[config.mk]
export PLATFORM = sky130hd
export DESIGN_NAME = uart_rx_sampler_flat
export DESIGN_NICKNAME = d
export VERILOG_FILES = /design/src/rtl/uart_pkg.sv /design/src/rtl/uart_rx_sampler_if.sv /design/src/rtl/uart_baud_tick.sv /design/src/rtl/uart_rx_sampler.sv /design/src/flat_wrapper.sv
export SDC_FILE = /design/constraint.sdc
export NUM_CORES = 1
export LEC_CHECK = 0
export BUFFER_PORTS_ARGS = -buffer_cell sky130_fd_sc_hd__buf_2
export CAP_MARGIN = 20
export CORE_MARGIN = 5
export CORE_UTILIZATION = 57
export DETAILED_ROUTE_END_ITERATION = 8
export PLACE_DENSITY = 0.77
export SETUP_SLACK_MARGIN = 0.02
export SLEW_MARGIN = 5
export SYNTH_ARGS = -nofsm -noshare
export SYNTH_HDL_FRONTEND = slang
export SYNTH_SLANG_ARGS = --single-unit
[constraint.sdc]
create_clock -name clk -period 2 [get_ports clk]
set_input_delay 0.1 -clock clk [delete_from_list [all_inputs] [get_ports clk]]
set_output_delay 0.1 -clock clk [all_outputs]
set_load 0.1 [all_outputs]
[src/rtl/uart_pkg.sv]
// -----------------------------------------------------------------------------
// uart_pkg
// Shared declarations for the UART receive path.
//   rx_state_t  : receiver state encoding (IDLE, START, DATA, PARITY, STOP, BREAK)
//   OVERSAMPLE  : oversample ticks per bit
//   MID_SAMPLE  : tick within the start bit at which it is validated
//   even_parity : even-parity bit for a data byte
// -----------------------------------------------------------------------------
package uart_pkg;

  localparam int OVERSAMPLE = 16;
  localparam int MID_SAMPLE = 8;

  typedef enum logic [2:0] {
    IDLE   = 3'd0,
    START  = 3'd1,
    DATA   = 3'd2,
    PARITY = 3'd3,
    STOP   = 3'd4,
    BREAK  = 3'd5
  } rx_state_t;

  function automatic logic even_parity(input logic [7:0] d);
    return ^d;
  endfunction

endpackage

[src/rtl/uart_rx_sampler_if.sv]
// -----------------------------------------------------------------------------
// uart_rx_sampler_if
// Byte handshake between the receiver (master, byte source) and its consumer
// (slave).
//   rx_data  : received byte, stable while rx_valid is high
//   rx_valid : holding register full
//   rx_ready : consumer accepts; transfer when rx_valid & rx_ready
// -----------------------------------------------------------------------------
interface uart_rx_sampler_if;

  logic [7:0] rx_data;
  logic       rx_valid;
  logic       rx_ready;

  modport master (
    output rx_data,
    output rx_valid,
    input  rx_ready
  );

  modport slave (
    input  rx_data,
    input  rx_valid,
    output rx_ready
  );

endinterface

[src/rtl/uart_baud_tick.sv]
// -----------------------------------------------------------------------------
// uart_baud_tick
// Free-running oversample tick generator, shared by receiver and transmitter.
// Counts 0..DIV-1 and asserts tick while the count is DIV-1. DIV must be >= 2.
// Ports:
//   clk     : system clock, rising edge
//   reset_n : asynchronous active-low reset
//   align   : forces the count to 0 on the next edge (phase alignment)
//   tick    : one-cycle oversample strobe
// -----------------------------------------------------------------------------
module uart_baud_tick #(
  parameter int unsigned DIV = 27
) (
  input  logic clk,
  input  logic reset_n,
  input  logic align,
  output logic tick
);

  localparam int unsigned W = (DIV > 1) ? $clog2(DIV) : 1;
  localparam logic [W-1:0] LAST = W'(DIV - 1);

  logic [W-1:0] cnt_q, cnt_d;

  always_comb begin
    cnt_d = cnt_q + W'(1);
    if (align || (cnt_q == LAST)) begin
      cnt_d = '0;
    end
  end

  always_ff @(posedge clk or negedge reset_n) begin
    if (!reset_n) begin
      cnt_q <= '0;
    end else begin
      cnt_q <= cnt_d;
    end
  end

  assign tick = (cnt_q == LAST);

endmodule

[src/rtl/uart_rx_sampler.sv]
// -----------------------------------------------------------------------------
// uart_rx_sampler
// 16x oversampled UART receiver: two-flop synchroniser, mid-bit sampling,
// false-start rejection, stop-bit check, one-byte holding register with
// sticky overrun.
// Optional feature macro: UART_RX_PARITY_EN (even parity bit after the data
// bits plus a parity_err output). Undefined gives 8N1.
// Ports:
//   clk        : system clock, rising edge
//   reset_n    : asynchronous active-low reset
//   rx         : asynchronous serial input, idle high
//   bus        : byte handshake (rx_data / rx_valid / rx_ready), master side
//   frame_err  : one-cycle pulse, stop bit sampled low
//   overrun    : sticky, a completed byte was dropped; cleared by a handshake
//   busy       : high in every state except IDLE
//   parity_err : (UART_RX_PARITY_EN only) one-cycle pulse in the deliver
//                cycle when the parity bit is wrong
// -----------------------------------------------------------------------------
module uart_rx_sampler
  import uart_pkg::*;
#(
  parameter int unsigned CLK_HZ = 50_000_000,
  parameter int unsigned BAUD   = 115200,
  parameter int unsigned DIV    = (CLK_HZ + 8 * BAUD) / (16 * BAUD)
) (
  input  logic               clk,
  input  logic               reset_n,
  input  logic               rx,
  uart_rx_sampler_if.master  bus,
  output logic               frame_err,
  output logic               overrun,
  output logic               busy
`ifdef UART_RX_PARITY_EN
  ,
  output logic               parity_err
`endif
);

  localparam logic [3:0] LAST_TICK = 4'(OVERSAMPLE - 1);
  localparam logic [3:0] MID_TICK  = 4'(MID_SAMPLE - 1);

  // Synchroniser
  logic sync1_q, rxs_q;
  logic rxs;

  // Receiver FSM and datapath
  rx_state_t  state_q, state_d;
  logic [3:0] scnt_q, scnt_d;
  logic [2:0] bit_idx_q, bit_idx_d;
  logic [7:0] shreg_q, shreg_d;

  // Holding register and flags
  logic [7:0] rx_data_q, rx_data_d;
  logic       rx_valid_q, rx_valid_d;
  logic       overrun_q, overrun_d;
  logic       frame_err_q, frame_err_d;

  logic tick;
  logic align;
  logic stop_ok;
  logic stop_bad;
  logic hs;
  logic load;
  logic drop;

`ifdef UART_RX_PARITY_EN
  logic par_bit_q, par_bit_d;
  logic parity_err_q, parity_err_d;
`endif

  assign rxs = rxs_q;

  uart_baud_tick #(
    .DIV (DIV)
  ) u_baud_tick (
    .clk     (clk),
    .reset_n (reset_n),
    .align   (align),
    .tick    (tick)
  );

  // ---------------------------------------------------------------------------
  // Frame state machine. scnt counts ticks within the current bit; its 4-bit
  // wrap from 15 to 0 restarts the count for the next bit automatically.
  // ---------------------------------------------------------------------------
  always_comb begin
    state_d   = state_q;
    scnt_d    = scnt_q;
    bit_idx_d = bit_idx_q;
    shreg_d   = shreg_q;
    align     = 1'b0;
    stop_ok   = 1'b0;
    stop_bad  = 1'b0;
`ifdef UART_RX_PARITY_EN
    par_bit_d = par_bit_q;
`endif

    case (state_q)
      IDLE: begin
        if (!rxs) begin
          state_d = START;
          scnt_d  = '0;
          align   = 1'b1;
        end
      end

      START: begin
        if (tick) begin
          if (scnt_q == MID_TICK) begin
            scnt_d = '0;
            // Line back high at mid start bit: glitch, not a frame.
            if (rxs) begin
              state_d = IDLE;
            end else begin
              state_d   = DATA;
              bit_idx_d = '0;
            end
          end else begin
            scnt_d = scnt_q + 4'd1;
          end
        end
      end

      DATA: begin
        if (tick) begin
          scnt_d = scnt_q + 4'd1;
          if (scnt_q == LAST_TICK) begin
            shreg_d   = {rxs, shreg_q[7:1]};
            bit_idx_d = bit_idx_q + 3'd1;
            if (bit_idx_q == 3'd7) begin
`ifdef UART_RX_PARITY_EN
              state_d = PARITY;
`else
              state_d = STOP;
`endif
            end
          end
        end
      end

`ifdef UART_RX_PARITY_EN
      PARITY: begin
        if (tick) begin
          scnt_d = scnt_q + 4'd1;
          if (scnt_q == LAST_TICK) begin
            par_bit_d = rxs;
            state_d   = STOP;
          end
        end
      end
`endif

      STOP: begin
        if (tick) begin
          scnt_d = scnt_q + 4'd1;
          if (scnt_q == LAST_TICK) begin
            if (rxs) begin
              stop_ok = 1'b1;
              state_d = IDLE;
            end else begin
              stop_bad = 1'b1;
              state_d  = BREAK;
            end
          end
        end
      end

      // Hold off until the line returns high so a long low level (break)
      // cannot start a new frame.
      BREAK: begin
        if (rxs) begin
          state_d = IDLE;
        end
      end

      default: begin
        state_d = IDLE;
      end
    endcase
  end

  // ---------------------------------------------------------------------------
  // Holding register. A handshake in the same cycle as a delivery frees the
  // slot, so an always-ready consumer never sees overrun.
  // ---------------------------------------------------------------------------
  always_comb begin
    hs   = rx_valid_q & bus.rx_ready;
    load = stop_ok & (~rx_valid_q | hs);
    drop = stop_ok & rx_valid_q & ~hs;

    rx_data_d  = rx_data_q;
    rx_valid_d = rx_valid_q;
    overrun_d  = overrun_q;

    if (hs) begin
      rx_valid_d = 1'b0;
      overrun_d  = 1'b0;
    end
    if (load) begin
      rx_data_d  = shreg_q;
      rx_valid_d = 1'b1;
    end
    if (drop) begin
      overrun_d = 1'b1;
    end

    frame_err_d = stop_bad;
`ifdef UART_RX_PARITY_EN
    parity_err_d = stop_ok & (even_parity(shreg_q) != par_bit_q);
`endif
  end

  always_ff @(posedge clk or negedge reset_n) begin
    if (!reset_n) begin
      sync1_q     <= 1'b1;
      rxs_q       <= 1'b1;
      state_q     <= IDLE;
      scnt_q      <= '0;
      bit_idx_q   <= '0;
      shreg_q     <= '0;
      rx_data_q   <= '0;
      rx_valid_q  <= 1'b0;
      overrun_q   <= 1'b0;
      frame_err_q <= 1'b0;
`ifdef UART_RX_PARITY_EN
      par_bit_q    <= 1'b0;
      parity_err_q <= 1'b0;
`endif
    end else begin
      sync1_q     <= rx;
      rxs_q       <= sync1_q;
      state_q     <= state_d;
      scnt_q      <= scnt_d;
      bit_idx_q   <= bit_idx_d;
      shreg_q     <= shreg_d;
      rx_data_q   <= rx_data_d;
      rx_valid_q  <= rx_valid_d;
      overrun_q   <= overrun_d;
      frame_err_q <= frame_err_d;
`ifdef UART_RX_PARITY_EN
      par_bit_q    <= par_bit_d;
      parity_err_q <= parity_err_d;
`endif
    end
  end

  assign bus.rx_data  = rx_data_q;
  assign bus.rx_valid = rx_valid_q;
  assign frame_err    = frame_err_q;
  assign overrun      = overrun_q;
  assign busy         = (state_q != IDLE);
`ifdef UART_RX_PARITY_EN
  assign parity_err   = parity_err_q;
`endif

endmodule

[src/flat_wrapper.sv]
// flat-port wrapper written by rule: the top's interface ports become plain ports
module uart_rx_sampler_flat import uart_pkg::*;
#(
  parameter int unsigned CLK_HZ = 50_000_000,
  parameter int unsigned BAUD   = 115200,
  parameter int unsigned DIV    = (CLK_HZ + 8 * BAUD) / (16 * BAUD)
)
  (clk, reset_n, rx, frame_err, overrun, busy, bus_rx_data, bus_rx_valid, bus_rx_ready);
  uart_rx_sampler_if bus_i ();
  input  logic clk;
  input  logic reset_n;
  input  logic rx;
  output logic frame_err;
  output logic overrun;
  output logic busy;
  output wire logic [$bits(bus_i.rx_data)-1:0] bus_rx_data;
  output wire logic [$bits(bus_i.rx_valid)-1:0] bus_rx_valid;
  input wire logic [$bits(bus_i.rx_ready)-1:0] bus_rx_ready;
  assign bus_rx_data = bus_i.rx_data;
  assign bus_rx_valid = bus_i.rx_valid;
  assign bus_i.rx_ready = bus_rx_ready;
  uart_rx_sampler #(.CLK_HZ(CLK_HZ), .BAUD(BAUD), .DIV(DIV)) u_core (.clk(clk), .reset_n(reset_n), .rx(rx), .bus(bus_i), .frame_err(frame_err), .overrun(overrun), .busy(busy));
endmodule
==> impl_metrics.py <==
metrics = {
    "critical_path": {
        "rr_endpoint": "u_core.shreg_q[6]",
        "critPathMaxFanout": 5,
        "worstReg2RegStart": "u_core.scnt_q[0]",
        "worst_setup_path_end_kind": "flip-flop",
        "worstPathRequired_ps": 2250,
        "regToRegSetupSlack_ps": 120,
        "worstSetupStartpointType": "flip-flop",
        "worstRegToRegCells": 5,
        "arrival_ps": 2130,
        "critPathKind": "reg -> reg",
    },
    "global_routing": {
        "antenna_found_initial": 0,
        "gr-total-overflow": 0,
        "grt_max_degree": 37,
        "grt_pass1_vias": 1247,
        "grtUsageTotal": 0.1791,
        "grt_first_pass_wirelength_mm": 5.720,
    },
    "floorplan": {
        "ios": 16,
        "die_area_um2": 4175,
        "fp.dieH_um": 64.62,
        "initial_core_util": 0.6062,
        "fp-row-count": 19,
        "die_w_um": 64.62,
        "core_um2": 2805,
    },
    "sta": {
        "maxSlewHeadroom": 0.4809,
        "min_period_ps": 1879,
        "fin_skew_ps": 11.12,
        "clock.fmax_mhz": 532.1,
        "rsz0062_at_grt": "false",
        "finalCritPeriodShare": 0.9397,
        "setup_viol": 0,
        "max_slew.worst_pin.slew_ps": 778.6,
        "maxSlewViolCount": 0,
        "fin_setup_tns_ps": 0,
        "final-hold-violation-count": 0,
    },
    "status": {
        "status": "finished, final reports clean",
    },
    "finish": {
        "area_delta_synth_final_pct": 15.23,
        "fin_util": 0.6985,
        "finalNonFillerCells": 201,
        "mostFrequentLayoutCells": "dfrtp_1, mux2_2, buf_2, nor2_1, buf_4",
        "fin_nets": 178,
        "drive_above_1_share": 0.3471,
        "final_common_cell": "dfrtp_1",
        "antenna_cells": 0,
    },
    "synthesis": {
        "synth-async-reset-ratio": 1.000,
        "synth_flop_cell": "dfrtp_1",
        "syn-cell-area_um2": 1700,
        "ys_warn_count": 0,
        "yosysUniqueCellTypes": 44,
        "syn_inst": 142,
        "ys_ff_latch": 36,
        "yosysTopAreaCellShare": 0.5004,
        "yosysSeqAreaShare": 0.5313,
        "synth-edff-count": 0,
        "synth_nets": 151,
        "postSynthAreaPerCell_um2": 11.97,
        "yosys.area.top_type": "dfrtp_1",
        "synth_area_leaders": "dfrtp_1, mux2_2, ha_1",
    },
    "power": {
        "power_density_nw_per_um2": 667.3,
        "leakage_nw": 0.9705,
        "ir_worst_vdd_mv": 0.6448,
    },
    "drt": {
        "viasPerCell": 5.925,
        "route.detailed.drc": 0,
        "ant_nets": 0,
        "vias": 1191,
        "wl_mm": 3.063,
        "drt-wirelength-per-cell_um": 15.24,
        "drt-pass1-iter-count": 4,
        "drtIter0Drc": 46,
    },
    "cts": {
        "cts_num_sinks": 36,
        "clk_root_buffer_cell": "clkbuf_4",
        "htreeDepth": 2,
        "clkLatencyLatePin_ps": 350,
        "cts_tree": "built",
        "clk_path_buf_depth": 2,
        "clkSlewWorstSetupHoldPaths_ps": 120,
        "cts_buffers": 5,
    },
    "placed_design": {
        "portBuffers": 15,
        "hpwl_mm": 2.140,
        "routabilityCongestion": 0.7971,
        "post-place-cells": 188,
    },
    "worst_hold_path": {
        "min_path_type": "in -> async",
    },
    "run": {
        "maxCapViolCount": 0,
    },
}
-- sequential cells by signal, indices dropped and copies added, names as in the netlist --
register,flops
u_core.u_baud_tick.cnt_q,5
u_core.bus.rx_valid,1
u_core.sync1_q,1
u_core.rxs,1
u_core.frame_err,1
u_core.overrun,1
u_core.bit_idx_q,3
u_core.state_q,3
u_core.shreg_q,8
u_core.bus.rx_data,8
u_core.scnt_q,4
-- what timing repair did --
action | 4_1_cts | 5_1_grt
gates resized for setup | 0 | 1
setup buffers | 0 | 2
hold buffers | 3 | 0
endpoints found under the hold margin | 36 | 0
endpoints found under the setup margin | 0 | 9
-- Yosys cell counts, types with 2 or more instances --
cell	instances
a31oi_1	2
buf_2	3
and3_1	3
nand2_1	5
nand2b_1	3
nor2b_1	3
a21oi_1	3
dfstp_2	2
ha_1	5
dfrtp_1	34
o21ai_0	4
a211oi_1	3
nor4_1	2
xor2_1	2
nor3b_1	2
a22o_1	2
inv_1	3
nor2_1	13
nand3_1	5
mux2_2	19
-- worst max-delay path, stage by stage (launching register included) --
cell,delay (ps)
dfrtp_1,420
ha_1,280
nand2_1,140
nor2_1,310
and3_1,290
mux2_2,350
-- worst max path at each step --
stage	startpoint	slack [ps]	endpoint	cells past startpoint
CTS	u_core.u_baud_tick.cnt_q[0]	60	u_core.bus.rx_data[4]	6
floorplan	u_core.bus.rx_valid	140	u_core.bus.rx_data[0]	4
global route	u_core.scnt_q[0]	30	u_core.shreg_q[6]	5
detailed placement	u_core.u_baud_tick.cnt_q[0]	80	u_core.bus.rx_data[4]	6
finish	u_core.scnt_q[0]	120	u_core.shreg_q[6]	5
global placement	u_core.u_baud_tick.cnt_q[0]	120	u_core.bus.rx_data[4]	6
-- metrics by stage --
step	area, µm²	hold WS, ps	setup WS [ps]	total power [mW]
6_report	1959	351.7	120.7	1.307
5_1_grt	1959	373.7	27.14	1.378
4_1_cts	1939	367.9	63.75	1.323
3_5_place_dp	1826	209.5	80.84	0.7864
3_3_place_gp	1826	205.6	123.3	0.7860
2_1_floorplan	1700	-195.6	141.2	0.7662
-- power breakdown --
part / internal (mW) / total (mW) / switching (mW)
clock: 0.267 / 0.532 / 0.265
sequential: 0.733 / 0.737 / 0.00376
combinational: 0.00917 / 0.0388 / 0.0296
total: 1.01 / 1.31 / 0.298
-- cell families (layout without fill, tap and decap cells) --
kind of cell             count (synthesis)  after routing  synth area share
adder cells (fa/ha/maj)                  5              5           0.03679
XOR/XNOR                                 3              3           0.01546
AO/OA/AOI/OAI                           21             21           0.08536
AND/OR/NAND/NOR                         50             50            0.1832
buffers and inverters                    8             36           0.02207
multiplexers                            19             19            0.1258
flip-flops                              36             36            0.5313
-- routing by layer --
metal | part of all wire | up-vias | GRT usage
met2 | 0.47 | 41 | 0.2809
met5 | 0 | - | 0
met3 | 0.052 | 10 | 0.05354
li1 | - | 567 | -
met1 | 0.45 | 573 | 0.2306
met4 | 0.025 | 0 | 0.07916
-- layout make-up --
type	count	area, µm²
Multi-Input combinational cell	98	764.5
Clock inverter	3	46.29
Fill cell	202	845.8
Inverter	3	11.26
Sequential cell	36	903.4
Tap cell	31	38.79
Clock buffer	5	37.54
Timing Repair Buffer	25	157.7
Power figures use the tool's default switching activity.
